===== config.mk =====
export PLATFORM = sky130hd
export DESIGN_NAME = matrix_result_serializer
export DESIGN_NICKNAME = d
export VERILOG_FILES = /design/src/rtl/matrix_pkg.sv /design/src/rtl/matrix_result_serializer.sv
export SDC_FILE = /design/constraint.sdc
export NUM_CORES = 1
export LEC_CHECK = 0
export BUFFER_PORTS_ARGS = -buffer_cell sky130_fd_sc_hd__buf_2
export CAP_MARGIN = 10
export CORE_AREA = 5 5 174 176
export DETAILED_ROUTE_END_ITERATION = 6
export DIE_AREA = 0 0 179 181
export GPL_TIMING_DRIVEN = 1
export HOLD_SLACK_MARGIN = 0.03
export PLACE_DENSITY = 0.69
export SLEW_MARGIN = 20
export SYNTH_ARGS = -nofsm -noshare
export SYNTH_HDL_FRONTEND = slang
export SYNTH_SLANG_ARGS = --single-unit

===== constraint.sdc =====
create_clock -name clk -period 8.4 [get_ports clk]
set_clock_uncertainty 0.05 [all_clocks]
set_input_delay 0.84 -clock clk [delete_from_list [all_inputs] [get_ports clk]]
set_output_delay 0.84 -clock clk [all_outputs]
set_load 0.005 [all_outputs]

===== src/rtl/matrix_pkg.sv =====
package matrix_pkg;

  typedef enum logic {
    IDLE = 1'b0,
    SEND = 1'b1
  } state_t;

  localparam int unsigned N_ELEM   = 9;
  localparam logic [3:0]  LAST_IDX = 4'd8;

endpackage


===== src/rtl/matrix_result_serializer.sv =====
module matrix_result_serializer
  import matrix_pkg::*;
#(
  parameter int DW = 16
) (
  input  logic          clk,
  input  logic          rst,
  input  logic          done,
  input  logic [DW-1:0] c11,
  input  logic [DW-1:0] c12,
  input  logic [DW-1:0] c13,
  input  logic [DW-1:0] c21,
  input  logic [DW-1:0] c22,
  input  logic [DW-1:0] c23,
  input  logic [DW-1:0] c31,
  input  logic [DW-1:0] c32,
  input  logic [DW-1:0] c33,
  output logic          out_valid,
  input  logic          out_ready,
  output logic [DW-1:0] out_data,
  output logic [3:0]    out_index,
  output logic          out_last,
  output logic          overrun,
  output logic          busy
);

  state_t state, state_next;

  logic [N_ELEM-1:0][DW-1:0] frame_in;
  logic [N_ELEM-1:0][DW-1:0] act;
  logic [N_ELEM-1:0][DW-1:0] pend;
  logic                      pend_full;
  logic [3:0]                idx;
  logic                      hs;
  logic                      last_hs;

  // Element 0 (c11) sits in the least significant slot.
  assign frame_in = {c33, c32, c31, c23, c22, c21, c13, c12, c11};

  assign out_valid = (state == SEND);
  assign out_index = idx;
  assign out_data  = out_valid ? act[idx] : '0;
  assign out_last  = out_valid && (idx == LAST_IDX);
  assign busy      = (state == SEND) || pend_full;

  assign hs      = out_valid && out_ready;
  assign last_hs = hs && (idx == LAST_IDX);

  always_ff @(posedge clk or posedge rst) begin
    if (rst) begin
      state <= IDLE;
    end else begin
      state <= state_next;
    end
  end

  always_comb begin
    state_next = state;
    case (state)
      IDLE: if (done) state_next = SEND;
      SEND: if (last_hs && !pend_full && !done) state_next = IDLE;
      default: state_next = IDLE;
    endcase
  end

  always_ff @(posedge clk or posedge rst) begin
    if (rst) begin
      act       <= '0;
      pend      <= '0;
      pend_full <= 1'b0;
      idx       <= '0;
      overrun   <= 1'b0;
    end else begin
      case (state)
        IDLE: begin
          if (done) begin
            act <= frame_in;
            idx <= '0;
          end
        end
        SEND: begin
          if (last_hs) begin
            idx <= '0;
            // The slot freed by the pending->active move takes a coincident done.
            if (pend_full) begin
              act <= pend;
              if (done) pend <= frame_in;
              else      pend_full <= 1'b0;
            end else if (done) begin
              act <= frame_in;
            end
          end else begin
            if (hs) idx <= idx + 4'd1;
            if (done) begin
              if (pend_full) begin
                overrun <= 1'b1;
              end else begin
                pend      <= frame_in;
                pend_full <= 1'b1;
              end
            end
          end
        end
        default: ;
      endcase
    end
  end

endmodule


### Word level (Yosys, flattened, before mapping)

Index checks and enable logic that the tools add are counted.

* flip-flop bits (word level): 295
* output and inout bits: 24

* $add $sub $neg: 1
* order comparisons: 1
* eq/ne operators: 7
* mux-type cells: 22
* bitwise operators: 2
* reductions and logical operators: 13

Operator list (number)
* $mux 144: 8
* $pmux 144 s2: 1
* $bmux 16 s4: 1
* $mux 16: 2
* $mux 4: 3
* $pmux 4 s2: 1
* $ne 2x2->1 const B: 3
* $logic_and 1x1->1: 5
* $lt 4x5->1 const B: 1
* $mux 1: 5
* $reduce_and 5->1: 1
* $add 4x1->4 const B: 1
* $eq 4x4->1 const B: 1
* $ne 2x1->1 const B: 2
* $reduce_and 2->1: 2
* $reduce_and 4->1: 1
* $ne 3x1->1 const B: 1
* $logic_not 1->1: 2
* $not 1->1: 2
* $pmux 1 s2: 1
* $reduce_bool 2->1: 1
* $logic_or 1x1->1: 1

### Logic depth before layout (Yosys ltp)

* depth in word-level cells: 6
* mapped depth: 12

### Worst setup path before layout

Ideal clock, no wire load.

* path kind: flip-flop to flip-flop
* start point: register idx[0] (netlist: out_index[0])
* end point: register pend[0] (netlist name)
* arrival time: 2.465 ns
* data required time: 8.225 ns
* slack: 5.759 ns
* stages on the path, launching flop included: 13
* path buffers: 6
* clock period less this slack: 2.641 ns
* cell sequence: dfrtp_1 -> buf_2 -> buf_4 -> buf_2 -> inv_1 -> ha_1 -> nand4b_4 -> xor2_1 -> and3_1 -> buf_2 -> buf_6 -> buf_6 -> mux2_4

* word-level cells in the longest chain between the ends: 4
* elaborated cells between the ends (all ways): 7
* classes of those cells: eq/ne: 3; mux: 1; reduce/logical: 3

RTL lines
* start: declaration: line matrix_result_serializer.sv:33 `logic [3:0] idx;`
* start signal: assignment: line matrix_result_serializer.sv:93 `if (hs) idx <= idx + 4'd1;`
* $eq 4x4->1 *: line matrix_result_serializer.sv:47 `assign last_hs = hs && (idx == LAST_IDX);`
* $logic_and 1x1->1 *: line matrix_result_serializer.sv:47
* $ne 2x1->1 (no line) (tied with other cells)
* $reduce_and 5->1 (no line)
* end signal: assignment: line matrix_result_serializer.sv:87 `if (done) pend <= frame_in;`
* end signal: assignment: line matrix_result_serializer.sv:98 `pend <= frame_in;`
* end: declaration: line matrix_result_serializer.sv:31 `logic [N_ELEM-1:0][DW-1:0] pend;`

Every way passes the cells marked *; elsewhere a longest branch is shown, timed or not.
A chain may end at the register's enable or synchronous reset.

### Final worst setup path

* start point: register idx[0] (netlist: out_index[0])
* end point: output out_data[2]

* word-level cells in the longest chain between the ends: 3

RTL lines
* $bmux 16 s4: line matrix_result_serializer.sv:42 `assign out_data = out_valid ? act[idx] : '0;`
* $mux 16 (implied by the code): line matrix_result_serializer.sv:42
* $mux 16: line matrix_result_serializer.sv:42
* end: declaration: line matrix_result_serializer.sv:20 `output logic [DW-1:0] out_data,`

No other way between the ends. The select of a mux whose other input is x is not followed.

==> impl_metrics.py <==
metrics = {
    "status": {
        "outcome": "finished clean",
    },
    "pwr": {
        "p_int_mw": 4.27,
        "p_leak_nw": 6.59,
        "clockPowerShare_pct": 21.6,
        "power_frac_comb_pct": 37.8,
        "swShare_pct": 34.6,
        "switchingPower_mw": 2.26,
        "ir_worst_vdd_uv": 194,
        "seqPwrFrac_pct": 40.6,
        "powerDensity_mw_per_mm2": 428,
    },
    "place": {
        "dp_slack_ps": 4450,
        "place_inst": 1590,
        "hpwl_mm": 23.0,
        "place_congestion": 0.820,
        "io_buffers": 171,
    },
    "timing": {
        "max_slew_margin_pct": 29.3,
        "grt_setup_unrepaired": "false",
        "maxSlewViolCount": 0,
        "setup_viol": 0,
        "holdWs_ps": 454,
        "setup_ws_ps": 4180,
        "fmax_mhz": 237,
        "worst_pin_slew_ps": 1060,
        "hold_viol": 0,
        "period_needed_ps": 4220,
        "setup_tns_ps": 0,
        "finalCritPeriodShare_pct": 50.3,
    },
    "drt": {
        "post-route-drc-count": 0,
        "routedWlPerCell_um": 21.2,
        "viasPerCell": 5.78,
        "routed_wl_mm": 34.9,
        "dr_total_vias": 9509,
        "drtIter0Drc": 751,
        "detailedRoute.firstPassIterationCount": 5,
        "ant_nets": 0,
    },
    "synthesis": {
        "synth_area_leaders": "dfrtp_1 (56%), mux2_2 (7.3%), mux2_4 (6.8%), o22ai_1 (6.8%), a21oi_1 (6.2%)",
        "netlist_instances": 1122,
        "yosys_most_used_dff": "dfrtp_1",
        "yosysWarnings": 0,
        "netlist_area_mm2": 0.0132,
        "synth_fp_nets": 1272,
        "synth.distinct_cells": 36,
        "yosys_register_bits": 295,
        "yosysTopAreaCellShare_pct": 56.0,
        "synthArstFlopShare_pct": 100,
        "synth_edf_count": 0,
        "yosysTopAreaCell": "dfrtp_1",
        "yosysSeqAreaShare_pct": 56.0,
        "syn_avg_cell_area_um2": 11.7,
    },
    "global_route": {
        "grt_max_degree": 156,
        "grt_pass1_wl_mm": 54.2,
        "antenna_found_initial": 2,
        "grt_overflow": 0,
        "grtUsageTotal_pct": 21.0,
        "grt_pass1_vias": 9619,
    },
    "clocking": {
        "h-tree-depth": 1,
        "ctsRootBufferMaster": "clkbuf_16",
        "cts_setup_buffers": 0,
        "clockBufferDepth": 3,
        "numCtsBuffers": 30,
        "clk_latency_ps": 550,
        "hold_buffers": 0,
        "post_cts_resized": 0,
        "cts_tree": "done",
        "clk_pin_slew_worst_paths_ps": 60,
        "clkSinkCount": 295,
    },
    "floorplan": {
        "core_mm2": 0.0285,
        "die_x_um": 179,
        "io_pins": 172,
        "start_util_pct": 46.3,
        "dieArea_mm2": 0.0324,
        "rows": 62,
        "fp.dieH_um": 181,
    },
    "setup_path": {
        "crit_type": "register to output pin",
        "cp-start-kind": "register",
        "end_kind": "output pin",
        "critPathArrivalTime_ps": 3330,
        "worst-path-max-fanout": 31,
        "cp.required_ps": 7510,
    },
    "final_layout": {
        "stdcell_count": 1645,
        "diodes": 0,
        "fill_cells": 2492,
        "fin_nets": 1388,
        "regArea_mm2": 0.00738,
        "multi_input_area_mm2": 0.00536,
        "final_common_cell": "dfrtp_1",
        "final_cell_mix": "dfrtp_1 (294), buf_2 (171), a21oi_1 (162)",
        "drive_gt1_share_pct": 31.9,
        "syn2layout_area_growth_pct": 15.7,
    },
    "run": {
        "max_cap_violations": 0,
    },
    "hold_path": {
        "hold_class": "primary input to asynchronous set/reset pin",
    },
}
==> worst paths after layout <==
kind | start | to | slack, ps | cells past startpoint
min in group clk | pend[118]$_DFFE_PP0P_ | pend[118]$_DFFE_PP0P_ | 460 | 1
worst max register to register | out_index[1]$_DFFE_PP0P_ | pend[111]$_DFFE_PP0P_ | 4420 | 7
max in group asynchronous | rst | out_index[0]$_DFFE_PP0P_ | 6500 | 4
worst max-delay path | out_index[0]$_DFFE_PP0P_ | out_data[2] | 4180 | 6
worst min register to register | pend[118]$_DFFE_PP0P_ | pend[118]$_DFFE_PP0P_ | 460 | 1
worst min-delay path | rst | pend[121]$_DFFE_PP0P_ | 450 | 3
==> power by group through the flow <==
stage / registers, mW / logic (mW) / clock network, mW
CTS: 2.64 / 2.48 / 1.43
finish: 2.65 / 2.47 / 1.41
global route: 2.73 / 2.71 / 1.49
floorplan: 2.44 / 1.97 / 0
global placement: 2.63 / 2.41 / 0
detailed placement: 2.66 / 2.47 / 0
==> through the flow <==
step | utilization, % | power (mW) | area (um2)
final | 53.6 | 6.53 | 15300
after global routing | 53.6 | 6.93 | 15300
after CTS | 53.6 | 6.56 | 15200
after detailed placement | 49.8 | 5.13 | 14200
after global placement | 49.8 | 5.04 | 14200
after floorplan | - | 4.41 | 13200
==> per-layer routing <==
metal  GRT usage (%)  part of all wire [%]  wire (um)  vias up
li1                -                     -          -     4347
met3            3.22                   4.9       1710       51
met2            33.0                    48      16700      271
met4            4.88                   2.3        788        4
met5               0                 0.072         25        -
met1            31.0                    45      15700     4836
==> Yosys cell counts, types with 2 or more instances <==
library cell	instances
and2_1	3
nand2_1	23
dfrtp_1	295
buf_2	22
o21ai_0	19
mux2i_1	32
clkbuf_1	61
o31ai_1	2
ha_1	2
mux2_4	60
mux4_2	17
inv_1	3
o22ai_1	144
mux2_2	85
nor2_1	146
buf_6	7
a21oi_1	162
buf_1	4
a221oi_1	15
buf_4	4
==> registers in the layout, summed over array words and instances (netlist names) <==
signal / cells
act: 144
pend: 144
out_index: 4
out_valid: 1
overrun: 1
pend_full: 1
==> cell type report <==
type | count | area share, %
multi-input cells | 725 | 35.1
repair buffers | 182 | 6.28
clock inverters | 10 | 0.984
inverters | 4 | 0.123
clock buffers | 45 | 5.95
flip-flops and latches | 295 | 48.4
well taps | 384 | 3.15
==> critical path: stages, from the launching register on <==
cell and delay (ps):
dfrtp_2 810, buf_4 600, mux2i_1 210, a221oi_1 430, o21ai_0 250, a21oi_1 300
buf_2 170
==> cell families (layout without fill, tap and decap cells) <==
family	after synthesis	after routing	synth area share, %
compound gates	346	346	15.1
flops	295	295	56.0
mux	194	194	19.4
simple gates	182	182	5.57
buf+inv	102	241	3.63
fa+ha+maj	2	2	0.190
xor+xnor	1	1	0.0665
Power figures use the tool's default switching activity.
